$ cat config.mk
export PLATFORM = sky130hd
export DESIGN_NAME = apb_master_if
export DESIGN_NICKNAME = d
export VERILOG_FILES = /design/src/rtl/apb_pkg.sv /design/src/rtl/apb_wait_timer.sv /design/src/rtl/apb_master_if.sv
export SDC_FILE = /design/constraint.sdc
export NUM_CORES = 1
export LEC_CHECK = 0
export ABC_AREA = 1
export CORE_UTILIZATION = 44
export DETAILED_ROUTE_END_ITERATION = 10
export PLACE_DENSITY = 0.9
export SLEW_MARGIN = 20
export SYNTH_ARGS = -nofsm -noshare
export SYNTH_HDL_FRONTEND = slang
export SYNTH_HIERARCHICAL = 1
export SYNTH_SLANG_ARGS = --single-unit
export TNS_END_PERCENT = 30
$ cat constraint.sdc
create_clock -name PCLK -period 4 [get_ports PCLK]
set_input_delay 0.8 -clock PCLK [delete_from_list [all_inputs] [get_ports PCLK]]
set_output_delay 0.8 -clock PCLK [all_outputs]
set_load 0.02 [all_outputs]
$ cat src/rtl/apb_pkg.sv
// Shared APB definitions: FSM state encoding and default bus widths,
// used by the master bridge and the APB slave register blocks.
`timescale 1ns/1ps
package apb_pkg;

  localparam int APB_ADR_W = 32;
  localparam int APB_DAT_W = 32;

  typedef enum logic [1:0] {
    APB_IDLE   = 2'd0,
    APB_SETUP  = 2'd1,
    APB_ACCESS = 2'd2,
    APB_RESP   = 2'd3
  } apb_state_e;

endpackage

$ cat src/rtl/apb_wait_timer.sv
// Saturating wait-state counter for the ACCESS phase. tout_hit_o flags the
// cycle whose increment brings the count up to a non-zero limit, so the FSM
// can abort on that same edge.
`timescale 1ns/1ps
module apb_wait_timer #(
  parameter int TOUT_W = 16
) (
  input  logic              PCLK,
  input  logic              PRESETn,
  input  logic              clr_i,
  input  logic              en_i,
  input  logic [TOUT_W-1:0] limit_i,
  output logic              tout_hit_o
);

  logic [TOUT_W-1:0] cnt_q, cnt_d;

  // Next count: clear wins, otherwise count up and stick at all-ones.
  always_comb begin
    cnt_d = cnt_q;
    if (clr_i)
      cnt_d = '0;
    else if (en_i && (cnt_q != '1))
      cnt_d = cnt_q + TOUT_W'(1);
  end

  // A limit of zero disables the abort; >= keeps it safe if the limit shrinks.
  assign tout_hit_o = en_i && !clr_i && (limit_i != '0) && (cnt_d >= limit_i);

  // Counter register.
  always_ff @(posedge PCLK or negedge PRESETn) begin
    if (!PRESETn) cnt_q <= '0;
    else          cnt_q <= cnt_d;
  end

endmodule

$ cat src/rtl/apb_master_if.sv
// APB requester bridge: runs one SETUP/ACCESS transfer per accepted command
// and returns read data plus error/timeout status on a valid/ready port.
`timescale 1ns/1ps
module apb_master_if
  import apb_pkg::*;
#(
  parameter int ADR_W  = APB_ADR_W,
  parameter int DAT_W  = APB_DAT_W,
  parameter int TOUT_W = 16
) (
  input  logic              PCLK,
  input  logic              PRESETn,
  input  logic [TOUT_W-1:0] TOUT_CYC,
  input  logic              CMD_VALID,
  output logic              CMD_READY,
  input  logic              CMD_WRITE,
  input  logic [ADR_W-1:0]  CMD_ADDR,
  input  logic [DAT_W-1:0]  CMD_WDATA,
  output logic              RSP_VALID,
  input  logic              RSP_READY,
  output logic [DAT_W-1:0]  RSP_RDATA,
  output logic              RSP_ERR,
  output logic              RSP_TOUT,
  output logic [ADR_W-1:0]  PADDR,
  output logic              PSEL,
  output logic              PENABLE,
  output logic              PWRITE,
  output logic [DAT_W-1:0]  PWDATA,
  input  logic              PREADY,
  input  logic [DAT_W-1:0]  PRDATA,
  input  logic              PSLVERR
);

  apb_state_e       state_q;
  logic             live_q;     // low during reset and its first cycle out
  logic [ADR_W-1:0] paddr_q;
  logic             pwrite_q;
  logic [DAT_W-1:0] pwdata_q;
  logic             psel_q;
  logic             penable_q;
  logic             rsp_valid_q;
  logic [DAT_W-1:0] rsp_rdata_q;
  logic             rsp_err_q;
  logic             rsp_tout_q;
  logic             tout_hit;
  logic             cmd_acc;

  // Ready is a pure state decode, gated so it stays 0 while in reset.
  assign CMD_READY = (state_q == APB_IDLE) && live_q;
  assign cmd_acc   = CMD_VALID && CMD_READY;

  // Counter restarts on every accepted command, counts ACCESS wait cycles.
  apb_wait_timer #(.TOUT_W(TOUT_W)) u_timer (
    .PCLK       (PCLK),
    .PRESETn    (PRESETn),
    .clr_i      (cmd_acc),
    .en_i       ((state_q == APB_ACCESS) && !PREADY),
    .limit_i    (TOUT_CYC),
    .tout_hit_o (tout_hit)
  );

  // Transfer FSM with all APB and response outputs registered.
  always_ff @(posedge PCLK or negedge PRESETn) begin
    if (!PRESETn) begin
      state_q     <= APB_IDLE;
      live_q      <= 1'b0;
      paddr_q     <= '0;
      pwrite_q    <= 1'b0;
      pwdata_q    <= '0;
      psel_q      <= 1'b0;
      penable_q   <= 1'b0;
      rsp_valid_q <= 1'b0;
      rsp_rdata_q <= '0;
      rsp_err_q   <= 1'b0;
      rsp_tout_q  <= 1'b0;
    end else begin
      live_q <= 1'b1;
      case (state_q)
        APB_IDLE: begin
          if (cmd_acc) begin
            paddr_q   <= CMD_ADDR;
            pwrite_q  <= CMD_WRITE;
            pwdata_q  <= CMD_WRITE ? CMD_WDATA : '0;
            psel_q    <= 1'b1;
            penable_q <= 1'b0;
            state_q   <= APB_SETUP;
          end
        end
        APB_SETUP: begin
          penable_q <= 1'b1;
          state_q   <= APB_ACCESS;
        end
        APB_ACCESS: begin
          // Completion is checked first so PREADY beats a same-cycle timeout.
          if (PREADY) begin
            psel_q      <= 1'b0;
            penable_q   <= 1'b0;
            rsp_valid_q <= 1'b1;
            rsp_err_q   <= PSLVERR;
            rsp_tout_q  <= 1'b0;
            rsp_rdata_q <= (!pwrite_q && !PSLVERR) ? PRDATA : '0;
            state_q     <= APB_RESP;
          end else if (tout_hit) begin
            psel_q      <= 1'b0;
            penable_q   <= 1'b0;
            rsp_valid_q <= 1'b1;
            rsp_err_q   <= 1'b1;
            rsp_tout_q  <= 1'b1;
            rsp_rdata_q <= '0;
            state_q     <= APB_RESP;
          end
        end
        APB_RESP: begin
          if (RSP_READY) begin
            rsp_valid_q <= 1'b0;
            state_q     <= APB_IDLE;
          end
        end
        default: state_q <= APB_IDLE;
      endcase
    end
  end

  assign PADDR     = paddr_q;
  assign PWRITE    = pwrite_q;
  assign PWDATA    = pwdata_q;
  assign PSEL      = psel_q;
  assign PENABLE   = penable_q;
  assign RSP_VALID = rsp_valid_q;
  assign RSP_RDATA = rsp_rdata_q;
  assign RSP_ERR   = rsp_err_q;
  assign RSP_TOUT  = rsp_tout_q;

endmodule

Word level (Yosys, flattened, before mapping)
Index checks and enable logic that the tools add are counted.

Multipliers: 0. Magnitude comparators: 1. Equal/unequal tests: 7. Shifts and indexed selects: 0. Divide/modulo/power cells: 0. Mux-type cells: 23. Reduce and logical (&&, ||, !) cells: 24. Add/sub/neg operators: 1. Bitwise gates (word level): 0.

Operators with widths (count): 32-bit 2-to-1 mux (4); 16-bit 2-to-1 mux (2); 16-bit by 1-bit adder with 16-bit output, second input constant (1); 16-bit greater-or-equal comparator (1); 16-bit inequality test, second input constant (1); 16-bit nonzero test (1); 3-bit AND reduction (4); 1-bit 2-to-1 mux (9); 1-bit logical AND (8); 2-bit 2-to-1 mux (4); 2-bit one-hot mux with 4 select lines (1); 2-bit nonzero test (3); 2-bit equality test, second input constant (2); 1-bit zero test (4); 1-bit one-hot mux with 2 select lines (2); 2-bit AND reduction (2); 3-bit inequality test, second input constant (1); 1-bit one-hot mux with 3 select lines (1); 3-bit nonzero test (1); 2-bit by 1-bit equality test with 1-bit output, second input constant (1); 2-bit zero test (1); 2-bit by 1-bit inequality test with 1-bit output, second input constant (1); 2-bit inequality test, second input constant (1).

Word-level logic and storage cells: 68. RAM bits: 0. Memories: 0. Input bits: 119. ROM bits: 0. Bits in latches: 0. Register bits after elaboration: 121. Output and inout port bits: 103.

Longest topological paths before layout
Gate-level depths: netlist of the first run.

Word-level depth: 10. Gate-level depth with buffers: 24. Gate-level depth less buffers: 22.

Cells and area by module
Netlist of the first run, hierarchy kept.

Modules (own cells, without submodules): apb_master_if (instances 1, cells an instance 470, area an instance 4249.1 sq um, seq. area each 2627.5 sq um); apb_wait_timer (instances 1, cells an instance 226, area an instance 1519.0 sq um, seq. area each 400.4 sq um).

Least setup slack after synthesis of the first run
OpenSTA, ideal clock, no wires.

Path type: input to register. From: input CMD_VALID. To: register rsp_rdata_q[2] (netlist: RSP_RDATA[2]). Library setup time: 0.121 ns. Required time: 3.879 ns. Path slack: 0.869 ns. Stages: 19. Data arrival time: 3.010 ns. Buffers on the path: 3. Cell sequence: nand3_2 inv_2 buf_4 clkbuf_1 a21oi_1 ha_1 nand2_1 nor2_1 and2_1 nand2_1 inv_1 nand2_1 a21oi_1 inv_1 a21oi_2 inv_2 buf_6 nand2_1 o21ai_2.

Elaborated cells on any way between the ends: 9. Classes of those cells: 1 x order compare; 1 x mux; 7 x reduce/logical.

RTL lines: start: declaration (line apb_master_if.sv:14) `input logic CMD_VALID,`; 1-bit logical AND (line apb_master_if.sv:50) `assign cmd_acc = CMD_VALID && CMD_READY;`; named net cmd_acc (line apb_master_if.sv:46) `logic cmd_acc;`; 16-bit 2-to-1 mux (line apb_wait_timer.sv:21) `if (clr_i)`; named net u_timer.cnt_d[13] (line apb_wait_timer.sv:16) `logic [TOUT_W-1:0] cnt_q, cnt_d;`; 16-bit greater-or-equal comparator (line apb_wait_timer.sv:28) `assign tout_hit_o = en_i && !clr_i && (limit_i != '0) && (cnt_d >= limit_i);`; 1-bit logical AND (line apb_wait_timer.sv:28); named net tout_hit (line apb_master_if.sv:45) `logic tout_hit;`; 2-bit nonzero test (no source line); 2-bit AND reduction (no source line); end signal: assignment (line apb_master_if.sv:101) `rsp_rdata_q <= (!pwrite_q && !PSLVERR) ? PRDATA : '0;`; end: declaration (line apb_master_if.sv:42) `logic [DAT_W-1:0] rsp_rdata_q;`.

The timed path passes the listed nets, and every way through them passes these cells. A chain may end at the register's enable or synchronous reset.

Worst setup path after layout of the first run
From: register state_q[0]. To: register rsp_rdata_q[5] (netlist: RSP_RDATA[5]).

Longest elaborated chain between the ends: 9. Elaborated cells on any way between the ends: 15. Classes of those cells: 1 x order compare; 1 x eq/ne; 2 x mux; 11 x reduce/logical.

Ends and longest elaborated chain: start: declaration (line apb_master_if.sv:34) `apb_state_e state_q;`; start signal: assignment (line apb_master_if.sv:65) `state_q <= APB_IDLE;`; start signal: assignment (line apb_master_if.sv:86) `state_q <= APB_SETUP;`; start signal: assignment (line apb_master_if.sv:91) `state_q <= APB_ACCESS;`; 2-bit equality test (line apb_master_if.sv:57) `.en_i ((state_q == APB_ACCESS) && !PREADY),`; 1-bit logical AND (line apb_master_if.sv:57); 1-bit logical AND (line apb_wait_timer.sv:23) `else if (en_i && (cnt_q != '1))`; 16-bit 2-to-1 mux (line apb_wait_timer.sv:23); 16-bit 2-to-1 mux (*) (line apb_wait_timer.sv:21); named net u_timer.cnt_d[13] (line apb_wait_timer.sv:16); 16-bit greater-or-equal comparator (*) (line apb_wait_timer.sv:28); 1-bit logical AND (*) (line apb_wait_timer.sv:28); named net tout_hit (line apb_master_if.sv:45); 2-bit nonzero test (no source line) (*); 2-bit AND reduction (no source line) (*).

The timed path passes the listed nets; every way through them passes the cells marked *.

==> flow_summary.ini, run 1 <==
[cts]
clock-sinks = 121
cts_tree = yes
htree_num_levels = 4
clockBufferDepth = 2
worstSkewPairLatency_ns = 0.42
cts_root_buf = clkbuf_16
holdBufCountCts = 0
post_cts_buffers = 0
cts_resized = 0
clkTransAtPathRegs_ns = 0.06
cts_inserted_buffers = 17

[global_route]
grt_max_degree = 68
met1_usage_pct = 27.14
grt_pass1_vias = 5137
globalRouteMet2Util_pct = 41.07
grt-busiest-layer = met2
overflow = 0
grtUsageTotal_pct = 24.00
antenna_found_initial = 0
grt_pass1_wl_mm = 24.81
grt_util_met3_pct = 6.175

[setup_path]
r2r-end = RSP_RDATA[5]$_DFFE_PN0P_
crit_top_cell = nand2_1
endpoint_kind = flip-flop
startpoint = state_q[0]$_DFFE_PN0P_
r2r_setup_slack_ns = 0.44
crit_end = RSP_RDATA[5]$_DFFE_PN0P_
slowest_stage = dfrtp_1
r2r_cells = 22
max_stage_delay_ns = 0.42
crit_fanout = 34
start_kind = flip-flop
crit_type = flip-flop to flip-flop
critPathRequiredTime_ns = 4.26
worstPathArrival_ns = 3.82
path_cells = inv_1, ha_1, inv_2, nor2_1, inv_1, nor2_4, buf_4, nand2_1, a21oi_1, ha_1, nand2_1, nor2_1, and2_1, nand2_1, inv_1, nand2_1, a21oi_1, inv_1, a21oi_2, inv_4, nand2_1, o21ai_1
worst_r2r_startpoint = state_q[0]$_DFFE_PN0P_

[flow_run]
cap_violations = 0

[floorplanning]
boundaryPins = 222
core_region_area_um2 = 12720
rows = 41
die_h_um = 116.5
die_area_um2 = 13570
fp.dieW_um = 116.5
start_util_pct = 45.34

[power_and_ir_drop]
total_power_mw = 5.992
peakVddDrop_uv = 325.3
p_per_area_nw_per_um2 = 694.6
leakage_nw = 4.192

[timing]
rsz0062_at_grt = no
setup-tns-final_ns = 0
max_freq_mhz = 281.3
post-route-period-util_pct = 88.88
relSlewSlack_pct = 35.85
skew_ns = 0.008105
hold_ws_ns = 0.4015
hold_viol_final = 0
period_minus_slack_ns = 3.555
setup_viol = 0
setup_ws_ns = 0.4448
worstMarginPinSlew_ns = 0.9611
slew_viol_final = 0

[placed_design]
port_buffers = 221
dp_slack_ns = -0.0002549
gp_congestion = 0.8365
hpwlAfterDp_mm = 11.62
dpl_cell_area_um2 = 8060
numPlacedInstances = 1072

[logic_synthesis]
postSynthAreaPerCell_um2 = 8.287
yosys_warnings = 6
synthFlopType = dfrtp_1
synth_top_area_share_pct = 52.49
synth_nets = 838
synth.most_common_cell = nand2_1
async_reset_ff_share_pct = 100.0
synthAdderAreaFrac_pct = 4.989
synth_cells = 696
synth_simple_gate_area_share_pct = 28.31
ys_seq_area_share_pct = 52.49
ys_top_cells_by_area = dfrtp_1 52%, nand2_1 22%, ha_1 5.0%
synth_xor_area_share_pct = 0.9111
synth_largest_area_cell = dfrtp_1
synth-edff-count = 0
synth_common_cells = 335 x nand2_1, 121 x dfrtp_1, 43 x inv_1, 25 x nor2_1
synth_seq_cells = 121
muxShareOfSynthArea_pct = 0
synth.cell_area_um2 = 5768
synth_top_family_by_area = simple AND/OR/NAND/NOR gates
synth_compound_area_share_pct = 6.725
netlist-cell-type-count = 31

[layout]
fin_nets = 1061
postLayoutCellArea_um2 = 8626
final_layout_size_suffix_gt1_share_pct = 7.519
nFillCells = 1014
multi_input_area_um2 = 2367
area_growth_pct = 49.54
regArea_um2 = 3028
diodes = 0
layout.cells.non_filler = 1103
utilization_pct = 67.80

[routing]
wl_per_cell_um = 14.45
ant_nets = 0
drc = 0
totalWireLength_mm = 15.94
viasPerCell = 4.910
firstDrtPassIters = 5
drtIter0Drc = 338
vias = 5416

[status]
status = finished, final reports clean

[worst_hold_path]
worst_hold_path_type = primary input to async pin
==> report_power, final <==
part,switching [mW],total [mW],internal [mW]
clock network,0.519,1.46,0.938
logic,1.42,2.58,1.16
registers,0.272,1.95,1.68
total,2.21,5.99,3.78
==> critical path: cells and delay by family (launching register included) <==
family	cells	cell delay, ns
adder cells (fa/ha/maj)	2	0.48
flip-flops	1	0.42
AO/OA/AOI/OAI	4	0.71
buffers and inverters	7	0.81
AND/OR/NAND/NOR	9	0.98
==> worst min path at each step <==
stage / startpoint / end / cells after the start
2_1_floorplan: PRESETn / PADDR[0]$_DFFE_PN0P_ / 0
3_5_place_dp: PWDATA[8]$_DFFE_PN0P_ / PWDATA[8]$_DFFE_PN0P_ / 2
6_report: PRESETn / PADDR[6]$_DFFE_PN0P_ / 1
5_1_grt: PRESETn / PWDATA[18]$_DFFE_PN0P_ / 1
3_3_place_gp: RSP_VALID$_DFFE_PN0P_ / RSP_VALID$_DFFE_PN0P_ / 2
4_1_cts: PRESETn / PADDR[6]$_DFFE_PN0P_ / 1
==> kinds of logic (layout without fill, tap and decap cells) <==
kind of cell	count (synthesis)	after routing
XOR/XNOR	6	6
buffers and inverters	73	308
other	1	1
AO/OA/AOI/OAI	65	65
AND/OR/NAND/NOR	407	407
flip-flops	121	121
adder cells (fa/ha/maj)	23	23
==> layout by cell type, fill, tap and decap left out, types with 3 or more instances in the layout <==
| cell | n |
|---|---|
| inv_2 | 4 |
| clkinv_2 | 6 |
| clkbuf_16 | 17 |
| nand3_1 | 18 |
| nand4_1 | 12 |
| o21ai_0 | 8 |
| nor2_1 | 25 |
| ha_1 | 23 |
| a21oi_2 | 6 |
| nand2_2 | 4 |
| xor2_1 | 3 |
| nand2_1 | 334 |
| buf_4 | 9 |
| xnor2_1 | 3 |
| dfrtp_1 | 121 |
| nor2_2 | 5 |
| o21ai_1 | 23 |
| clkbuf_1 | 3 |
| o21ai_2 | 8 |
| inv_1 | 43 |
| a21oi_1 | 16 |
| nor3_1 | 3 |
| clkdlybuf4s50_1 | 220 |
==> state kept, by name (all words and copies together) (netlist names) <==
signal         cells
RSP_TOUT           1
RSP_RDATA         32
PWDATA            32
u_timer/cnt_q     16
PWRITE             1
state_q            2
live_q             1
RSP_ERR            1
RSP_VALID          1
PENABLE            1
PSEL               1
PADDR             32
==> final cells by class <==
type | instances | share of cell area [%]
sequential | 121 | 35.10
multi-input combinational | 502 | 27.44
timing repair buffer | 229 | 26.31
clock buffer | 22 | 5.381
tap | 172 | 2.495
inverter | 48 | 2.118
clock inverter | 9 | 1.146
==> layer usage <==
| layer | vias up | routed length [um] |
|---|---|---|
| li1 | 2620 | - |
| met5 | - | 0 |
| met2 | 203 | 7923 |
| met3 | 60 | 1036 |
| met1 | 2533 | 6315 |
| met4 | 0 | 664 |
No activity file was read; power rests on OpenSTA's default activity.
==> inputs of run 2 (changes only) <==
Settings changed: SLEW_MARGIN 20 to 30.
==> flow_summary.ini, run 2 (synthesized netlist as in run 1, its figures left out) <==
[status]
status = finished, final reports clean

[layout]
final_common_cell = nand2_1
postLayoutCellArea_um2 = 8626
final_layout_size_suffix_gt1_share_pct = 7.519
diodes = 0
fin_nets = 1061
layout_common_cells = 334 x nand2_1, 220 x clkdlybuf4s50_1, 121 x dfrtp_1
area_growth_pct = 49.54

[cts]
htree_num_levels = 4
cts_inserted_buffers = 17
clkTransAtPathRegs_ns = 0.06
holdBufCountCts = 0
cts_tree = yes
clockBufferDepth = 2
post_cts_buffers = 0
cts_resized = 0
worstSkewPairLatency_ns = 0.42
clock-sinks = 121
cts_root_buf = clkbuf_16

[timing]
slew_viol_final = 0
post-route-period-util_pct = 88.87
worstMarginPinSlew_ns = 0.8864
setup_viol = 0
period_minus_slack_ns = 3.555
setup_ws_ns = 0.4453
skew_ns = 0.008379
hold_viol_final = 0
relSlewSlack_pct = 40.54
rsz0062_at_grt = no
max_freq_mhz = 281.3

[power_and_ir_drop]
combPwrFrac_pct = 43.1
peakVddDrop_uv = 326.3
p_per_area_nw_per_um2 = 694.9
sw_frac_of_total_pct = 36.92
p_int_mw = 3.781
leakage_nw = 4.189
clkPwrFrac_pct = 24.3
power.switching_mw = 2.213
p_seq_share_pct = 32.6

[floorplanning]
fp.dieW_um = 116.5
die_h_um = 116.5
rows = 41
start_util_pct = 45.34
boundaryPins = 222
core_region_area_um2 = 12720
die_area_um2 = 13570

[setup_path]
worstPathArrival_ns = 3.82
r2r_setup_slack_ns = 0.45
endpoint_kind = flip-flop
critPathRequiredTime_ns = 4.26
crit_type = flip-flop to flip-flop
crit_fanout = 34
start_kind = flip-flop

[global_route]
antenna_found_initial = 0
grt_pass1_wl_mm = 24.81
grtUsageTotal_pct = 24.00
overflow = 0
grt_pass1_vias = 5137
grt_max_degree = 68

[routing]
vias = 5434
totalWireLength_mm = 15.96
drc = 0
ant_nets = 0
firstDrtPassIters = 6
drtIter0Drc = 338
wl_per_cell_um = 14.47
viasPerCell = 4.927

[placed_design]
hpwlAfterDp_mm = 11.62
gp_congestion = 0.8365
dp_slack_ns = -0.0002549
port_buffers = 221
dpl_cell_area_um2 = 8060

[flow_run]
cap_violations = 0

[worst_hold_path]
worst_hold_path_type = primary input to async pin
-- run 2: critical path: stages, from the launching register on --
cell	delay (ns)
dfrtp_1	0.42
inv_1	0.13
ha_1	0.30
inv_2	0.08
nor2_1	0.14
inv_1	0.10
nor2_4	0.26
buf_4	0.18
nand2_1	0.05
a21oi_1	0.17
ha_1	0.18
nand2_1	0.06
nor2_1	0.12
and2_1	0.14
nand2_1	0.05
inv_1	0.04
nand2_1	0.04
a21oi_1	0.20
inv_1	0.10
a21oi_2	0.25
inv_4	0.18
nand2_1	0.12
o21ai_1	0.09
-- run 2: stage by stage --
stage | cells | utilization (%) | power (mW) | TNS, ns | hold slack, ns
finish | 1103 | 67.80 | 5.994 | 0 | 0.3984
global route | 1103 | 67.80 | 6.339 | 0 | 0.4537
CTS | 1103 | 67.78 | 6.038 | 0 | 0.4135
detailed placement | 1072 | 63.36 | 4.560 | -0.0002549 | 0.4638
global placement | 1072 | 63.34 | 4.457 | 0 | 0.4564
floorplan | 696 | - | 3.302 | 0 | 0.5044
-- run 2: per-layer routing --
layer / global-route usage (%) / wire (um) / vias to the layer above
met5: 0 / 0 / -
met4: 13.93 / 661 / 0
met3: 6.175 / 1024 / 62
met2: 41.07 / 7938 / 202
met1: 27.14 / 6337 / 2549
li1: - / - / 2621
-- run 2: cell type report --
class	instances	area (um^2)
clock buffer	22	464.2
clock inverter	9	98.84
fill	1014	4096
inverter	48	182.7
multi-input combinational	502	2367
sequential	121	3028
tap	172	215.2
timing repair buffer	229	2270
-- run 2: worst paths after layout --
kind / from / endpoint / cells after the start
hold / removal: PRESETn / PADDR[6]$_DFFE_PN0P_ / 1
setup reg to reg: state_q[0]$_DFFE_PN0P_ / RSP_RDATA[5]$_DFFE_PN0P_ / 22
setup / recovery: state_q[0]$_DFFE_PN0P_ / RSP_RDATA[5]$_DFFE_PN0P_ / 22
hold reg to reg: PWDATA[30]$_DFFE_PN0P_ / PWDATA[30]$_DFFE_PN0P_ / 2
min in group PCLK: PWDATA[30]$_DFFE_PN0P_ / PWDATA[30]$_DFFE_PN0P_ / 2
max in group asynchronous: PRESETn / PADDR[28]$_DFFE_PN0P_ / 2
-- run 2: power groups by stage --
| stage | combinational (mW) | sequential (mW) | clock, mW |
|---|---|---|---|
| 2_1_floorplan | 0.831 | 2.47 | 0 |
| 3_3_place_gp | 2.52 | 1.94 | 0 |
| 3_5_place_dp | 2.60 | 1.96 | 0 |
| 4_1_cts | 2.61 | 1.95 | 1.48 |
| 5_1_grt | 2.81 | 2.01 | 1.52 |
| 6_report | 2.58 | 1.95 | 1.46 |
==> RTL change 1 (config.mk and constraints of run 2) <==
`TOUT_W` is set to 16 in 2 places; all go to 24.
--- a/src/rtl/apb_wait_timer.sv
+++ b/src/rtl/apb_wait_timer.sv
@@ -5,3 +5,3 @@
 module apb_wait_timer #(
-  parameter int TOUT_W = 16
+  parameter int TOUT_W = 24
 ) (
--- a/src/rtl/apb_master_if.sv
+++ b/src/rtl/apb_master_if.sv
@@ -8,3 +8,3 @@
   parameter int DAT_W  = APB_DAT_W,
-  parameter int TOUT_W = 16
+  parameter int TOUT_W = 24
 ) (
Ports: changed (resized TOUT_CYC); port bits go from 222 to 230. No check against the original RTL was run, so the function may have changed too.
==> RTL change 1 against run 2 <==
- fmax up 0.29%
- sequential cell count is 8 higher
- synthesized area increased by 14%
- wire length increased by 21%
- critical path depth increased by 1
- cell area is 11% higher
- sequential power up 7%
- global-route usage grew 1.2 points
- first-iteration DRC count increased by 13%
- utilization down 2.1 points
- count of clock-buffer cells in the layout shrank 4
- power rose by 4.1%
- setup slack better by 0.010 ns
- highest routed layer unchanged
==> RTL change 1: results (changes against run 2) <==
- Hpwl dp: 13760 um (was 11620 um)
- Placer Congestion: 0.8641 (was 0.8365)
- Synth top area cells: dfrtp_1, nand2_1, ha_1, inv_1, nor2_1 (was dfrtp_1, nand2_1, ha_1, inv_1, o21ai_1)
- Global-route wire length before repair: 29540 um (was 24810 um)
- H-tree levels: 4 (unchanged)
- WL met2: 9979 um (was 7938 um)
- Largest net degree at the start of global routing: 74 (was 68)
- WL/cell: 15.59 um (was 14.47 um)
- CTS root buf: clkbuf_16 (unchanged)
- Met3 WL: 1384 um (was 1024 um)
- Outcome: complete, no violations (unchanged)
- Post-synthesis cell type count: 36 (was 31)
- Hold Worst Slack: 0.3817 ns (was 0.3984 ns)
- Layout cell share with drive strength beyond 1: 0.06812 (was 0.07519)
- Worst Reg-to-Reg Cells: 23 (was 22)
- Total nets after synthesis: 973 (was 838)
- Leakage: 0.004681 uW (was 0.004189 uW)
- Post-synthesis sequential area ratio: 0.4916 (was 0.5249)
- Relative slew margins: 0.3959 (was 0.4054)
- Max Clock Skew: 0.007920 ns (was 0.008379 ns)
- Pre-CTS WS: 0.005573 ns (was -0.0002549 ns)
- Switch share: 0.3872 (was 0.3692)
- Gr usage total: 0.2517 (was 0.2400)
- Fillers: 1168 (was 1014)
- Post-synth top area share: 0.4916 (was 0.5249)
- Clk pin slew, worst setup/hold paths: 0.06 ns (about the same)
- Clock Path Buffers: 2 (unchanged)
- Syn Inst Count: 815 (was 696)
- N_diodes: 0 (unchanged)
- Vias in the first global route: 6016 (was 5137)
- Slowest CP cell: dfrtp_1 (unchanged)
- Post-synth top cells: nand2_1, dfrtp_1, inv_1 (unchanged)
- Initial DRC Count: 382 (was 338)
- R2r setup slk: 0.46 ns
- DR vias: 6280 (was 5434)
- CP arrival: 3.81 ns (was 3.82 ns)
- Post-Route WL: 19350 um (was 15960 um)
- Wl on met1: 7618 um (was 6337 um)
- Peak VDD IR: 430.2 uV (was 326.3 uV)
- Port Buffer Count: 229 (was 221)
- Final net count: 1202 (was 1061)
- RR Endpoint: RSP_RDATA[31]$_DFFE_PN0P_ (was RSP_RDATA[5]$_DFFE_PN0P_)
RTL change 1: cell count changes in the layout (fill, tap and decap cells not counted), sizes merged, moves of 7 or more:
cell           before  now
nand2             338  371
nor2               32   53
inv                47   67
nand3              19   30
clkdlybuf4s50     220  228
dfrtp             121  129
ha                 23   31
a21oi              22   29
xnor2               3   10
RTL change 1: power groups by stage:
stage | sequential, uW | clock, uW | combinational [uW]
after floorplan | 2560 | 0 | 868
after global placement | 2050 | 0 | 2580
after detailed placement | 2070 | 0 | 2650
after CTS | 2070 | 1500 | 2680
after global routing | 2130 | 1550 | 2910
final | 2080 | 1480 | 2680
RTL change 1: how the worst max path moves through the flow:
| stage | slack, ns | start | end |
|---|---|---|---|
| 4_1_cts | 0.34 | state_q[0]$_DFFE_PN0P_ | RSP_RDATA[17]$_DFFE_PN0P_ |
| 3_5_place_dp | 0.006 | PREADY | RSP_RDATA[1]$_DFFE_PN0P_ |
| 6_report | 0.46 | state_q[0]$_DFFE_PN0P_ | RSP_RDATA[31]$_DFFE_PN0P_ |
| 3_3_place_gp | 0.15 | PREADY | RSP_RDATA[0]$_DFFE_PN0P_ |
| 5_1_grt | 0.09 | state_q[0]$_DFFE_PN0P_ | RSP_RDATA[20]$_DFFE_PN0P_ |
| 2_1_floorplan | 0.49 | CMD_VALID | RSP_RDATA[22]$_DFFE_PN0P_ |
RTL change 1: kinds of logic after synthesis:
logic type      count (synthesis)  synth area share
flops                         129            0.4916
compound gates                 73           0.06726
buf+inv                        94           0.06879
other cells                     1         0.0005711
simple gates                  475            0.2967
xor+xnor                       12           0.01601
fa+ha+maj                      31           0.05907
RTL change 1: through the flow:
step	power, uW	area (um2)
after floorplan	3428	6566
after global placement	4634	8957
after detailed placement	4720	8962
after CTS	6245	9524
after global routing	6590	9548
final	6242	9548
RTL change 1: metal layers:
metal,global-route usage,vias up
met5,0,-
met4,0.07961,0
met3,0.07509,37
met2,0.4268,255
met1,0.3054,2979
li1,-,3009
RTL change 1: worst register-to-register path, delay by kind of cell, from the launching register on:
family | cells | cell delay, ns
compound gates | 4 | 0.67
fa+ha+maj | 2 | 0.48
buf+inv | 7 | 0.78
flops | 1 | 0.43
simple gates | 10 | 1.03
RTL change 1: layout make-up:
class,instances,area [um2],area share
Clock buffer,18,429.2,0.04495
Clock inverter,14,132.6,0.01389
Tap cell,184,230.2,0.02411
Inverter,66,250.2,0.02621
Multi-Input combinational cell,592,2892,0.3028
Timing Repair Buffer,238,2386,0.2499
Sequential cell,129,3228,0.3381
RTL change 1: timing repair:
| action | in CTS | in global routing |
|---|---|---|
| gates resized for setup | 0 | 0 |
| buffers inserted | 0 | 1 |
| hold endpoints to repair | 0 | 0 |
| hold buffers | 0 | 0 |
| setup endpoints to repair | 0 | 33 |
==> RTL change 2 (flow settings as in run 2) <==
Without the edit above. Register the output `RSP_ERR` once more, cleared by the reset; this adds one clock of latency there. The other outputs are not delayed to match.
--- a/src/rtl/apb_master_if.sv
+++ b/src/rtl/apb_master_if.sv
@@ -130,3 +130,9 @@
   assign RSP_RDATA = rsp_rdata_q;
-  assign RSP_ERR   = rsp_err_q;
+  always_ff @(posedge PCLK or negedge PRESETn) begin
+    if (!PRESETn) begin
+      RSP_ERR <= '0;
+    end else begin
+      RSP_ERR <= rsp_err_q;
+    end
+  end
   assign RSP_TOUT  = rsp_tout_q;
Function: changed (a bounded check fails within 10 cycles, from zero or initial values and one cycle with PRESETn low).
==> RTL change 2 against run 2 <==
- sequential cell count is 1 higher
- setup slack worse by 0.072 ns
- cell area up 0.59%
- global-route usage increased by 0.22 points
- synthesized cell count is 0.14% higher
- non-clock buffer count unchanged
- synthesized area is 0.43% higher
- wire length is 1.7% higher
- power grew 1.7%
- highest routed layer unchanged
==> RTL change 2: results (changes against run 2) <==
- Outcome: complete, no violations (unchanged)
- Met1 Use GR: 0.2789 (was 0.2714)
- WL/cell: 14.70 um (was 14.47 um)
- Post-synth top cells: nand2_1, dfrtp_1, inv_1 (unchanged)
- Hold crit path type: flip-flop to flip-flop (was input pin to async pin)
- CP endpoint: RSP_RDATA[31]$_DFFE_PN0P_ (was RSP_RDATA[5]$_DFFE_PN0P_)
- CP arrival: 3.89 ns (was 3.82 ns)
- Total nets after synthesis: 839 (was 838)
- First-pass DRT Iterations: 5 (was 6)
- Synth top area cells: dfrtp_1, nand2_1, ha_1, inv_1, o21ai_1 (unchanged)
- CTS resizes: 0 (unchanged)
- Hpwl dp: 11620 um (about the same)
- Tcrit/Tclk final: 0.9067 (was 0.8887)
- Switch Pwr: 2234 uW (was 2213 uW)
- CTS root buf: clkbuf_16 (unchanged)
- Met3 GRT Util: 0.06072 (was 0.06175)
- R2r setup slk: 0.37 ns (was 0.45 ns)
- Leakage: 0.004208 uW (was 0.004189 uW)
- Initial Util: 0.4554 (was 0.4534)
- DR vias/cell: 4.824 (was 4.927)
- Gr usage total: 0.2421 (was 0.2400)
- Initial DRC Count: 416 (was 338)
- Post-synthesis sequential area ratio: 0.5270 (was 0.5249)
- Peak VDD IR: 355.1 uV (was 326.3 uV)
- Global-route wire length before repair: 24970 um (was 24810 um)
- Placer Congestion: 0.8388 (was 0.8365)
- Max Clock Skew: 0.006695 ns (was 0.008379 ns)
- Vias in the first global route: 5095 (was 5137)
- Pre-CTS WS: 0.04345 ns (was -0.0002549 ns)
- Relative slew margins: 0.4863 (was 0.4054)
RTL change 2: worst min-delay path by stage:
stage | to | slack (ns) | depth (start not counted)
floorplan | RSP_ERR$_DFF_PN0_ | 0.35 | 0
detailed placement | RSP_ERR$_DFF_PN0_ | 0.37 | 0
global placement | RSP_ERR$_DFF_PN0_ | 0.37 | 0
CTS | RSP_ERR$_DFF_PN0_ | 0.38 | 0
finish | RSP_ERR$_DFF_PN0_ | 0.38 | 0
global route | RSP_ERR$_DFF_PN0_ | 0.41 | 0
RTL change 2: layer usage:
layer	up-vias	share of wire
met5	-	0
met4	0	0.024
met3	32	0.059
met2	172	0.53
met1	2499	0.39
li1	2627	-
RTL change 2: power by group through the flow:
stage	Combinational, uW	Sequential, uW	Clock [uW]
floorplan	831	2490	0
global placement	2510	1960	0
detailed placement	2590	1980	0
CTS	2610	1980	1550
global route	2810	2030	1610
finish	2580	1980	1530
RTL change 2: kinds of logic (layout without fill, tap and decap cells):
family	Yosys count	in the layout	share of synthesized area
other cells	1	1	0.0006473
simple gates	407	407	0.2819
compound gates	65	65	0.06696
fa+ha+maj	23	23	0.04968
xor+xnor	6	6	0.009073
flops	122	122	0.5270
buf+inv	73	309	0.06479
RTL change 2: cell type report:
type | count | area, um2
tap | 172 | 215.2
timing repair buffer | 229 | 2270
inverter | 48 | 182.7
sequential | 122 | 3053
fill | 1016 | 4045
multi-input combinational | 502 | 2367
clock inverter | 8 | 117.6
clock buffer | 24 | 471.7
RTL change 2: critical path: stages (launching register included):
cell and delay [ns]:
dfrtp_1 0.43, inv_1 0.13, ha_1 0.31, inv_2 0.09, nor2_1 0.14, inv_1 0.10
nor2_4 0.27, buf_4 0.20, a21oi_1 0.06, nor2_1 0.14, ha_1 0.16, nand2_1 0.07
nor2_1 0.13, and2_1 0.13, nand2_1 0.05, inv_1 0.05, nand2_1 0.04, a21oi_1 0.22
inv_1 0.11, a21oi_2 0.26, inv_4 0.19, nand2_1 0.11, o21ai_0 0.08
RTL change 2: through the flow:
step / instances / hold slack, ns / area, um2 / util
floorplan: 697 / 0.3543 / 5793 / -
global placement: 1073 / 0.3706 / 8083 / 0.6353
detailed placement: 1073 / 0.3727 / 8085 / 0.6355
CTS: 1105 / 0.3820 / 8675 / 0.6818
global route: 1105 / 0.4103 / 8677 / 0.6820
finish: 1105 / 0.3810 / 8677 / 0.6820
